--- src/rtl/scan_position_counter.sv ---
// Two-level pixel/line position counter with one-shot and free-run modes.
// Line and frame completion are reported as registered single-cycle pulses.
module scan_position_counter #(
    parameter int unsigned DWIDTH    = 8,
    parameter int unsigned LWIDTH    = 10,
    parameter int unsigned START     = 2,
    parameter int unsigned PIX_LAST  = 2**DWIDTH - 1,
    parameter int unsigned LINE_LAST = 2**LWIDTH - 1
) (
    input  logic              clk,
    input  logic              rst,
    input  logic              sync,
    input  logic              frame_sync,
    input  logic              en,
    input  logic              oneshot,
    output logic [DWIDTH-1:0] counter,
    output logic [LWIDTH-1:0] line,
    output logic              running,
    output logic              line_done,
    output logic              frame_done
);

    typedef enum logic [1:0] {
        IDLE = 2'd0,
        RUN  = 2'd1,
        HOLD = 2'd2
    } state_t;

    localparam logic [DWIDTH-1:0] PL  = DWIDTH'(PIX_LAST);
    localparam logic [DWIDTH-1:0] ST  = DWIDTH'(START);
    localparam logic [LWIDTH-1:0] LL  = LWIDTH'(LINE_LAST);

    state_t            state;
    state_t            state_n;
    logic [DWIDTH-1:0] cnt_n;
    logic [LWIDTH-1:0] line_n;
    logic              ld_n;
    logic              fd_n;
    logic              pix_last;
    logic              line_last;

    assign pix_last  = (counter == PL);
    assign line_last = (line == LL);

    // State, counters and completion pulses; active-low synchronous reset
    always_ff @(posedge clk) begin
        if (!rst) begin
            state      <= IDLE;
            counter    <= '0;
            line       <= '0;
            running    <= 1'b0;
            line_done  <= 1'b0;
            frame_done <= 1'b0;
        end else begin
            state      <= state_n;
            counter    <= cnt_n;
            line       <= line_n;
            running    <= (state_n == RUN);
            line_done  <= ld_n;
            frame_done <= fd_n;
        end
    end

    // Next-state decode: frame_sync beats sync, both beat counting
    always_comb begin
        state_n = state;
        cnt_n   = counter;
        line_n  = line;
        ld_n    = 1'b0;
        fd_n    = 1'b0;
        if (frame_sync) begin
            state_n = RUN;
            cnt_n   = '0;
            line_n  = '0;
        end else if (sync) begin
            state_n = RUN;
            cnt_n   = '0;
        end else begin
            unique case (state)
                IDLE: begin
                    state_n = IDLE;
                end
                RUN: begin
                    if (en) begin
                        if (counter == '0) begin
                            cnt_n = ST;
                        end else if (pix_last) begin
                            ld_n = 1'b1;
                            if (line_last) begin
                                line_n = '0;
                                fd_n   = 1'b1;
                            end else begin
                                line_n = line + 1'b1;
                            end
                            if (oneshot) begin
                                state_n = HOLD;
                                cnt_n   = PL;
                            end else begin
                                cnt_n = '0;
                            end
                        end else begin
                            cnt_n = counter + 1'b1;
                        end
                    end
                end
                HOLD: begin
                    cnt_n = PL;
                end
                default: begin
                    state_n = IDLE;
                end
            endcase
        end
    end

endmodule

--- config.mk ---
export PLATFORM = sky130hd
export DESIGN_NAME = scan_position_counter
export DESIGN_NICKNAME = d
export VERILOG_FILES = /design/src/rtl/scan_position_counter.sv
export SDC_FILE = /design/constraint.sdc
export NUM_CORES = 1
export LEC_CHECK = 0
export ABC_CLOCK_PERIOD_IN_PS = 2000
export CORE_AREA = 2 2 72 80
export DETAILED_ROUTE_END_ITERATION = 16
export DIE_AREA = 0 0 74 82
export MAX_ROUTING_LAYER = met4
export PLACE_DENSITY_LB_ADDON = 0.2
export SLEW_MARGIN = 10
export SYNTH_ARGS = -nofsm -noshare
export SYNTH_HDL_FRONTEND = slang
export SYNTH_SLANG_ARGS = --single-unit
--- constraint.sdc ---
create_clock -name clk -period 2 [get_ports clk]
set_input_delay 0.2 -clock clk [delete_from_list [all_inputs] [get_ports clk]]
set_output_delay 0.2 -clock clk [all_outputs]
set_load 0.01 [all_outputs]
## After elaboration in Yosys (flattened, before gate mapping)

Cells that the tools add are included.

- Output and inout bits: 21
- Register bits after elaboration: 23
- Memory bits (writable): 0
- Input port bits: 6
- Bits in latches: 0
- Word-level logic and storage cells: 43
- Memories kept: 0
- ROM bits: 0

- Div/mod/pow operators: 0
- Muxes and demuxes: 15
- Equal/unequal tests: 6
- Shift-type cells: 0
- Reduce and logical (&&, ||, !) cells: 8
- $mul: 0
- Add/subtract/negate cells: 2
- Magnitude comparators: 0
- Bitwise operators: 6

Operators with widths:

| kind | number |
|---|---|
| two-way mux 8 bit | 4 |
| one-hot mux 8 bit (2 select lines) | 1 |
| two-way mux 2 bit | 6 |
| adder 10 x 1 -> 10 bit, second input constant | 1 |
| equality test 10 bit, second input constant | 1 |
| two-way mux 10 bit | 1 |
| adder 8 x 1 -> 8 bit, second input constant | 1 |
| equality test 8 bit, second input constant | 1 |
| logical NOT 8 bit | 1 |
| OR reduction 7 bit | 1 |
| NOT 1 bit | 6 |
| OR reduction 6 bit | 1 |
| AND reduction 5 bit | 1 |
| equality test 2 x 1 -> 1 bit, second input constant | 2 |
| one-hot mux 2 bit (2 select lines) | 1 |
| OR reduction 3 bit | 1 |
| equality test 2 bit, second input constant | 1 |
| two-way mux 1 bit | 2 |
| != test 2 bit, second input constant | 1 |
| AND reduction 2 bit | 1 |
| nonzero test 2 bit | 1 |
| OR reduction 2 bit | 1 |

## Logic depth before layout (Yosys ltp)

Gate-level depths: netlist of the first run.

- Depth in word-level cells: 8
- Depth in mapped cells: 7
- Mapped depth without buffers: 7

## Least setup slack after synthesis of the first run

No wires, ideal clock.

- Path kind: flip-flop to flip-flop
- Start point: reg counter[1]
- End point: reg line[9]
- Clock period less this slack: 1.904 ns
- Path buffers: 0
- Required time: 1.929 ns
- Arrival time: 1.833 ns
- Path slack: 0.096 ns
- Cell stages (with the launch flop): 7
- Library setup time: 0.071 ns
- Cells stage by stage: dfxtp_1 -> ha_1 -> nand4_4 -> nor4_4 -> nand3_2 -> or3_1 -> a21oi_1

- Longest elaborated chain between the ends: 3
- Elaborated cells on any way between the ends: 4
- Those cells by class: eq/ne: 1; bitwise: 1; reduce/logical: 2

RTL lines:

| element | line | source |
|---|---|---|
| start, declared | 16 | `output logic [DWIDTH-1:0] counter,` |
| start signal, assigned | 56 | `counter <= cnt_n;` |
| logical NOT 8 bit | 85 | `if (counter == '0) begin` |
| NOT 1 bit (no line) | n/a |  |
| AND reduction 5 bit (no line) (*) | n/a |  |
| end signal, assigned | 57 | `line <= line_n;` |
| end, declared | 17 | `output logic [LWIDTH-1:0] line,` |

Every way passes the cells marked *; elsewhere a longest branch is shown, timed or not.
A chain may end at the register's enable or synchronous reset.

## Final worst setup path of the first run

- Start point: reg counter[0]
- End point: reg counter[5]

- Longest elaborated chain between the ends: 5
- Elaborated cells on any way between the ends: 7
- Those cells by class: add/sub: 1; eq/ne: 1; mux: 4; reduce/logical: 1

RTL lines:

| element | line | source |
|---|---|---|
| adder 8 x 1 -> 8 bit or equality test 8 bit (tied branches) | 102, 42 |  |
| two-way mux 8 bit | 87 | `end else if (pix_last) begin` |
| two-way mux 8 bit (*) | 85 |  |
| two-way mux 8 bit (*) | 84 | `if (en) begin` |
| one-hot mux 8 bit (2 select lines) (*) | 79 | `unique case (state)` |

Every way passes the cells marked *; elsewhere a longest branch is shown, timed or not. The select of a mux whose other input is x is not followed.

==> key figures, run 1 <==
Status
  – Outcome: completed

Clocking
  – Post-CTS Hold Buffers: 0
  – Clock Path Buffers: 2
  – Cts bufs inserted: 3
  – Setup Buffers After CTS: 0
  – TritonCTS clock tree: built
  – Reg clk slew, reported paths: 0.09 ns
  – Clock sink count: 23
  – CTS root buf: clkbuf_8
  – Htree depth: 1
  – Clock latency on the worst-skew pair: 0.26 ns

Synth
  – Top cells by count, synth: dfxtp_1 (23), nand2_1 (18), nor2_1 (14)
  – Synth Instances: 150
  – Synthesized cell area: about 0.0012 sq mm
  – Syn_area_per_cell: roughly 8.2 sq um
  – Seq/Total Area, Yosys: 37.55%
  – Syn_nets: 162
  – FFs w/ async S/R, synth: 0%
  – Unique cell type count in the Yosys netlist: 35
  – Synth area leaders: dfxtp_1 (38%), ha_1 (6.1%), nand2_1 (5.5%)
  – Top cell type's share of synthesized area: 37.55%
  – Seq cells post-synth: 23
  – Most common cell in the netlist: dfxtp_1
  – Syn. warnings: 0
  – Area leader, netlist: dfxtp_1
  – Post-synth EDFFs: 0
  – Dominant synthesized flop cell: dfxtp_1

Timing
  – Final TNS setup: 0 ns
  – Max Slew Vio Count: 0
  – Final min period: 1.867 ns
  – Final cycle utilization of the critical path: 93.36%
  – Layout Skew: 0.004665 ns
  – Final Hold Vio Count: 0
  – Relative slew slack: 60.89%
  – Fmax: ~540 MHz
  – # setup viols final: 0
  – RSZ-0062 raised after global routing: no
  – Worst-Margin Slew: 0.5828 ns

Routing
  – Routed WL per cell: 11.90 um
  – Vias: 1,223
  – # DRC: 0
  – DR iter-0 viols: roughly 50
  – Antenna viol nets, final: 0
  – Drt pass-1 iters: 4
  – WL final: 3153 um
  – Drt via density: 4.615

Power
  – Worst VDD drop: 0.0002952 V
  – Clk pwr share: 35.5%
  – Net Sw Power: 0.0001978 W
  – Power density over cell area: about 500 mW/mm^2
  – Gate power share: 8.8%
  – Flop pwr share: 55.8%
  – LEAKAGE: ~0.63 nW
  – Switching part of the total power: around a quarter
  – Internal: 0.0006366 W

Global route
  – Pin count of the biggest net entering global routing: 13
  – First-pass GRT wire length: ~5400 um
  – Busiest layer in global routing: met2
  – Met1 global-route usage: about 14%
  – Initial antenna violation count: 0
  – M3 GR Usage: 3.067%
  – Met2 Usage GRT: 18.57%
  – Vias in the first global route: 1,160
  – Grt total ovfl: 0
  – Total Routing Usage GR: 11.69%

Cells and area
  – Layout Nets: between 200 and 250
  – Layout cells sized above 1: 11.05%
  – Non-filler instance count after layout: approximately 270
  – Syn-to-layout area delta: 38.98%
  – Antenna cells: 0
  – Util after Layout: between 30 and 40%

Worst setup path
  – Worst-path fanout max: 5
  – Reg-to-reg setup timing slack: 0.13 ns
  – Crit path capture type: register
  – Crit path kind: reg -> reg
  – Critical Path RT: 2.13 ns
  – Crit path from: counter[0]
  – R2r startpoint: counter[0]
  – CP Launch Type: register
  – CP arrival: 2.00 ns

Floorplan
  – CORE AREA: 0.005290 sq mm
  – # IOs: 27
  – DIE AREA: 0.006068 sq mm
  – Die width: around 74 um
  – Starting density of the core: 23.18%
  – Die Y: roughly 82 um
  – Row cnt: 28

Min path
  – Worst hold path type: reg -> reg
  – HP Start: line[9]

Run
  – Number of max-cap violations: 0

Place
  – Gpl congestion: 0.7875
  – Post-detail-place hpwl: 2392 um
  – Count of buffers from port buffering: 26
  – Inst Count DP: 261
==> metrics by stage <==
| step | area, sq um | setup WS (ns) | hold WS, ns | total power, W |
|---|---|---|---|---|
| final | 1704 | 0.1328 | 0.4847 | 0.0008344 |
| after floorplan | 1226 | 0.09646 | 0.3711 | 0.0005141 |
| after CTS | 1704 | 0.1094 | 0.4888 | 0.0008523 |
| after global routing | 1704 | 0.007762 | 0.5226 | 0.0008756 |
| after global placement | 1659 | 0.1209 | 0.4798 | 0.0005503 |
| after detailed placement | 1659 | 0.09526 | 0.4718 | 0.0005492 |
==> logic make-up after synthesis <==
group	synth area share, %
compound gates	19.59
buf+inv	3.367
flops	37.55
mux	0.8164
simple gates	28.98
fa+ha+maj	6.122
xor+xnor	3.571
==> power groups by stage <==
stage	clock, W	combinational [W]	sequential, W
detailed placement	0	0.0000728	0.000476
global placement	0	0.0000740	0.000476
floorplan	0	0.0000350	0.000479
finish	0.000296	0.0000731	0.000465
global route	0.000329	0.0000805	0.000466
CTS	0.000313	0.0000732	0.000466
==> metal layers <==
| layer | wire, um | share of wire, % | up-vias |
|---|---|---|---|
| met5 | 0 | 0 | - |
| met4 | 36 | 1.1 | 0 |
| met2 | 1452 | 46 | 41 |
| met1 | 1496 | 47 | 551 |
| li1 | - | - | 627 |
| met3 | 168 | 5.3 | 4 |
==> placed cells by master (no fill, tap or decap), types with 2 or more instances in the layout <==
master,Yosys,layout
nor4_1,2,2
inv_1,10,10
a41oi_1,2,2
nand2b_1,2,2
dfxtp_1,23,23
ha_1,6,6
and3_1,2,2
nor2_1,14,14
nand2_1,18,18
a21oi_1,13,13
a311oi_1,7,7
o21ai_0,10,9
a31oi_1,3,3
nor3_1,5,5
clkbuf_8,0,3
nand3b_1,2,2
xor2_1,4,4
o21ai_1,1,2
clkdlybuf4s50_1,0,26
buf_4,0,11
nand3_1,9,9
==> area by class of cell <==
cell class	instances	area [sq um]
clock buffer	4	45.04
multi-input combinational	116	724.4
inverter	10	37.54
fill	572	3586
timing repair buffer	37	342.8
tap	75	93.84
sequential	23	460.4
==> sequential cells by signal (all words and copies together) (netlist names) <==
name	count
counter	8
running	1
state	2
line	10
frame_done	1
line_done	1
==> worst paths after layout <==
| kind | endpoint | cells past startpoint |
|---|---|---|
| setup / recovery | counter[5] | 7 |
| hold / removal | frame_done | 2 |
| setup reg to reg | counter[5] | 7 |
| hold reg to reg | frame_done | 2 |
==> critical path: stages (launching register included) <==
cell and delay, ns:
dfxtp_1 0.32, ha_1 0.23, buf_4 0.16, and4_2 0.26, a41oi_1 0.44, nand2_1 0.10
a21oi_1 0.16, a311oi_1 0.06
==> timing repair <==
| action | in CTS | in global routing |
|---|---|---|
| endpoints found under the hold margin | 0 | 0 |
| resized for setup | 0 | 1 |
| endpoints found under the setup margin | 0 | 2 |
Note: power is estimated with default switching activity, not from simulation.
==> run 2: changes to the inputs <==
- CORE_AREA: 2 2 72 80 -> 2 2 48 61
- CTS_CLUSTER_SIZE: not set -> 8
- DIE_AREA: 0 0 74 82 -> 0 0 50 63
==> run 2 against run 1 <==
Sequential share of layout area up 1.6 points. Largest cell class unchanged. Sequential power about the same. Worst setup slack better by 0.018 ns.
==> key figures, run 2 (synthesis results as in run 1) <==
Status
  – Outcome: completed

Routing
  – Drt pass-1 iters: 4
  – Drt via density: 5.624
  – Routed WL per cell: 13.55 um
  – WL final: a little under 3000 um
  – # DRC: 0
  – DR iter-0 viols: 23
  – Antenna viol nets, final: 0
  – Vias: 1,226

Floorplan
  – Starting density of the core: 47.14%
  – Row cnt: 21
  – DIE AREA: 0.003150 sq mm
  – Die Y: 63 um
  – CORE AREA: 0.002601 sq mm
  – # IOs: 27
  – Die width: 50 um

Worst setup path
  – R2r startpoint: counter[0]
  – Critical Path RT: ~2.2 ns
  – Worst setup path end: line[1]
  – CP arrival: 2.09 ns
  – Slowest cell delay on critical path: between 0.5 and 0.6 ns
  – R2R cell count: 6
  – Worst path cell trace: ha_2, nand4_4, or3_2, a31oi_2, a22oi_1, nor2_1
  – Crit path kind: reg -> reg
  – Crit path from: counter[0]
  – Crit path capture type: register
  – Reg-to-reg setup timing slack: 0.15 ns
  – CP Launch Type: register
  – Critical-path top delay cell: or3_2
  – Reg2reg end: line[1]
  – Worst-path fanout max: 5

Place
  – Post-detail-place hpwl: 2247 um
  – Gpl congestion: between 0.8 and 0.9
  – Inst Count DP: ~210
  – Count of buffers from port buffering: 26

Power
  – Power density over cell area: 467.6 mW/mm^2
  – LEAKAGE: 0.5815 nW
  – Worst VDD drop: 0.0003089 V
  – Total power draw: 0.0007519 W

Global route
  – Total Routing Usage GR: between 10% and 20%
  – First-pass GRT wire length: ~4900 um
  – Grt total ovfl: 0
  – Vias in the first global route: 1,186
  – Pin count of the biggest net entering global routing: 13
  – Initial antenna violation count: 0

Clocking
  – TritonCTS clock tree: built
  – Clock Path Buffers: 2
  – Clock latency on the worst-skew pair: 0.30 ns
  – Clock sink count: 23
  – Setup Buffers After CTS: 0
  – CTS root buf: clkbuf_4
  – Post-CTS Hold Buffers: 0
  – Htree depth: 1
  – Reg clk slew, reported paths: between 0.1 and 0.15 ns
  – Cts bufs inserted: 3

Cells and area
  – Syn-to-layout area delta: 31.12%
  – Commonest cells after routing, fill and taps aside: clkdlybuf4s50_1 (26), dfxtp_1 (23), nand2_1 (18), nor2_1 (14), a21oi_1 (13)
  – Layout Nets: 197
  – Fillers: 240
  – Most common cell after layout, fill and taps aside: clkdlybuf4s50_1
  – Max reg flops: 10
  – Layout cells sized above 1: 10.33%
  – Sequential cell area: around 460 sq um
  – Largest Register: line
  – Non-filler instance count after layout: around 220
  – Biggest regs: line (10), counter (8), state (2)
  – Antenna cells: 0
  – Area of the multi-input gates: 743.2 sq um

Timing
  – Final min period: about 1.8 ns
  – Relative slew slack: 63.38%
  – RSZ-0062 raised after global routing: no
  – Layout Skew: around 0.0012 ns
  – Final Hold Vio Count: 0
  – Final cycle utilization of the critical path: approximately 92%
  – Max Slew Vio Count: 0
  – Worst-Margin Slew: 0.5456 ns
  – # setup viols final: 0
  – Final TNS setup: 0 ns
  – Fmax: 540.7 MHz

Min path
  – Worst hold path type: reg -> reg

Run
  – Number of max-cap violations: 0
[run 2: cell types whose count changed in the layout (fill, tap and decap cells not counted), moves of 2 or more]
cell	change
clkbuf_8	-3
buf_4	-6
ha_1	-2
clkbuf_4	+3
ha_2	+2
[run 2: report_power, final]
group / internal [W] / switching (W)
Clock: 0.0000777 / 0.000136
Combinational: 0.0000319 / 0.0000391
Sequential: 0.000463 / 0.00000450
Total: 0.000573 / 0.000179
[run 2: repair_timing]
| item | in CTS | in global routing |
|---|---|---|
| resized for setup | 0 | 4 |
| endpoints found under the setup margin | 0 | 4 |
| hold endpoints to repair | 0 | 0 |
[run 2: layout make-up]
class / count / share of cell area (%)
clock buffers: 4 / 1.634
inverters: 10 / 2.335
multi-input cells: 116 / 46.23
flip-flops and latches: 23 / 28.64
well taps: 34 / 2.646
repair buffers: 31 / 18.52
[run 2: worst max-delay path, delay by kind of cell (launching register included)]
family	cells	cell delay, ns
AOI/OAI and AO/OA	2	0.28
adders and majority gates	1	0.26
DFF	1	0.41
and+or+nand+nor	3	0.82
[run 2: per-stage QoR]
stage               utilization (%)  setup WS, ns  hold slack [ns]  instance area, sq um
detailed placement            60.08       0.08759           0.4801                  1563
CTS                           61.09       0.05886           0.5005                  1589
floorplan                         -       0.09646           0.3711                  1226
global route                  61.81       0.02003           0.5279                  1608
finish                        61.81        0.1505           0.4970                  1608
global placement              60.08        0.1683           0.4683                  1563
[run 2: worst min path at each step]
| stage | startpoint | endpoint | depth (start not counted) |
|---|---|---|---|
| floorplan | rst | state[0] | 2 |
| global placement | line[9] | frame_done | 2 |
| detailed placement | line[9] | frame_done | 2 |
| CTS | line[9] | frame_done | 2 |
| global route | line[9] | frame_done | 2 |
| finish | line[9] | frame_done | 2 |
[run 2: routing by layer]
metal  track usage, %  wire (um)
met5                -          0
met4            5.208         25
met3            2.392         62
met2            36.51       1558
met1            21.91       1308
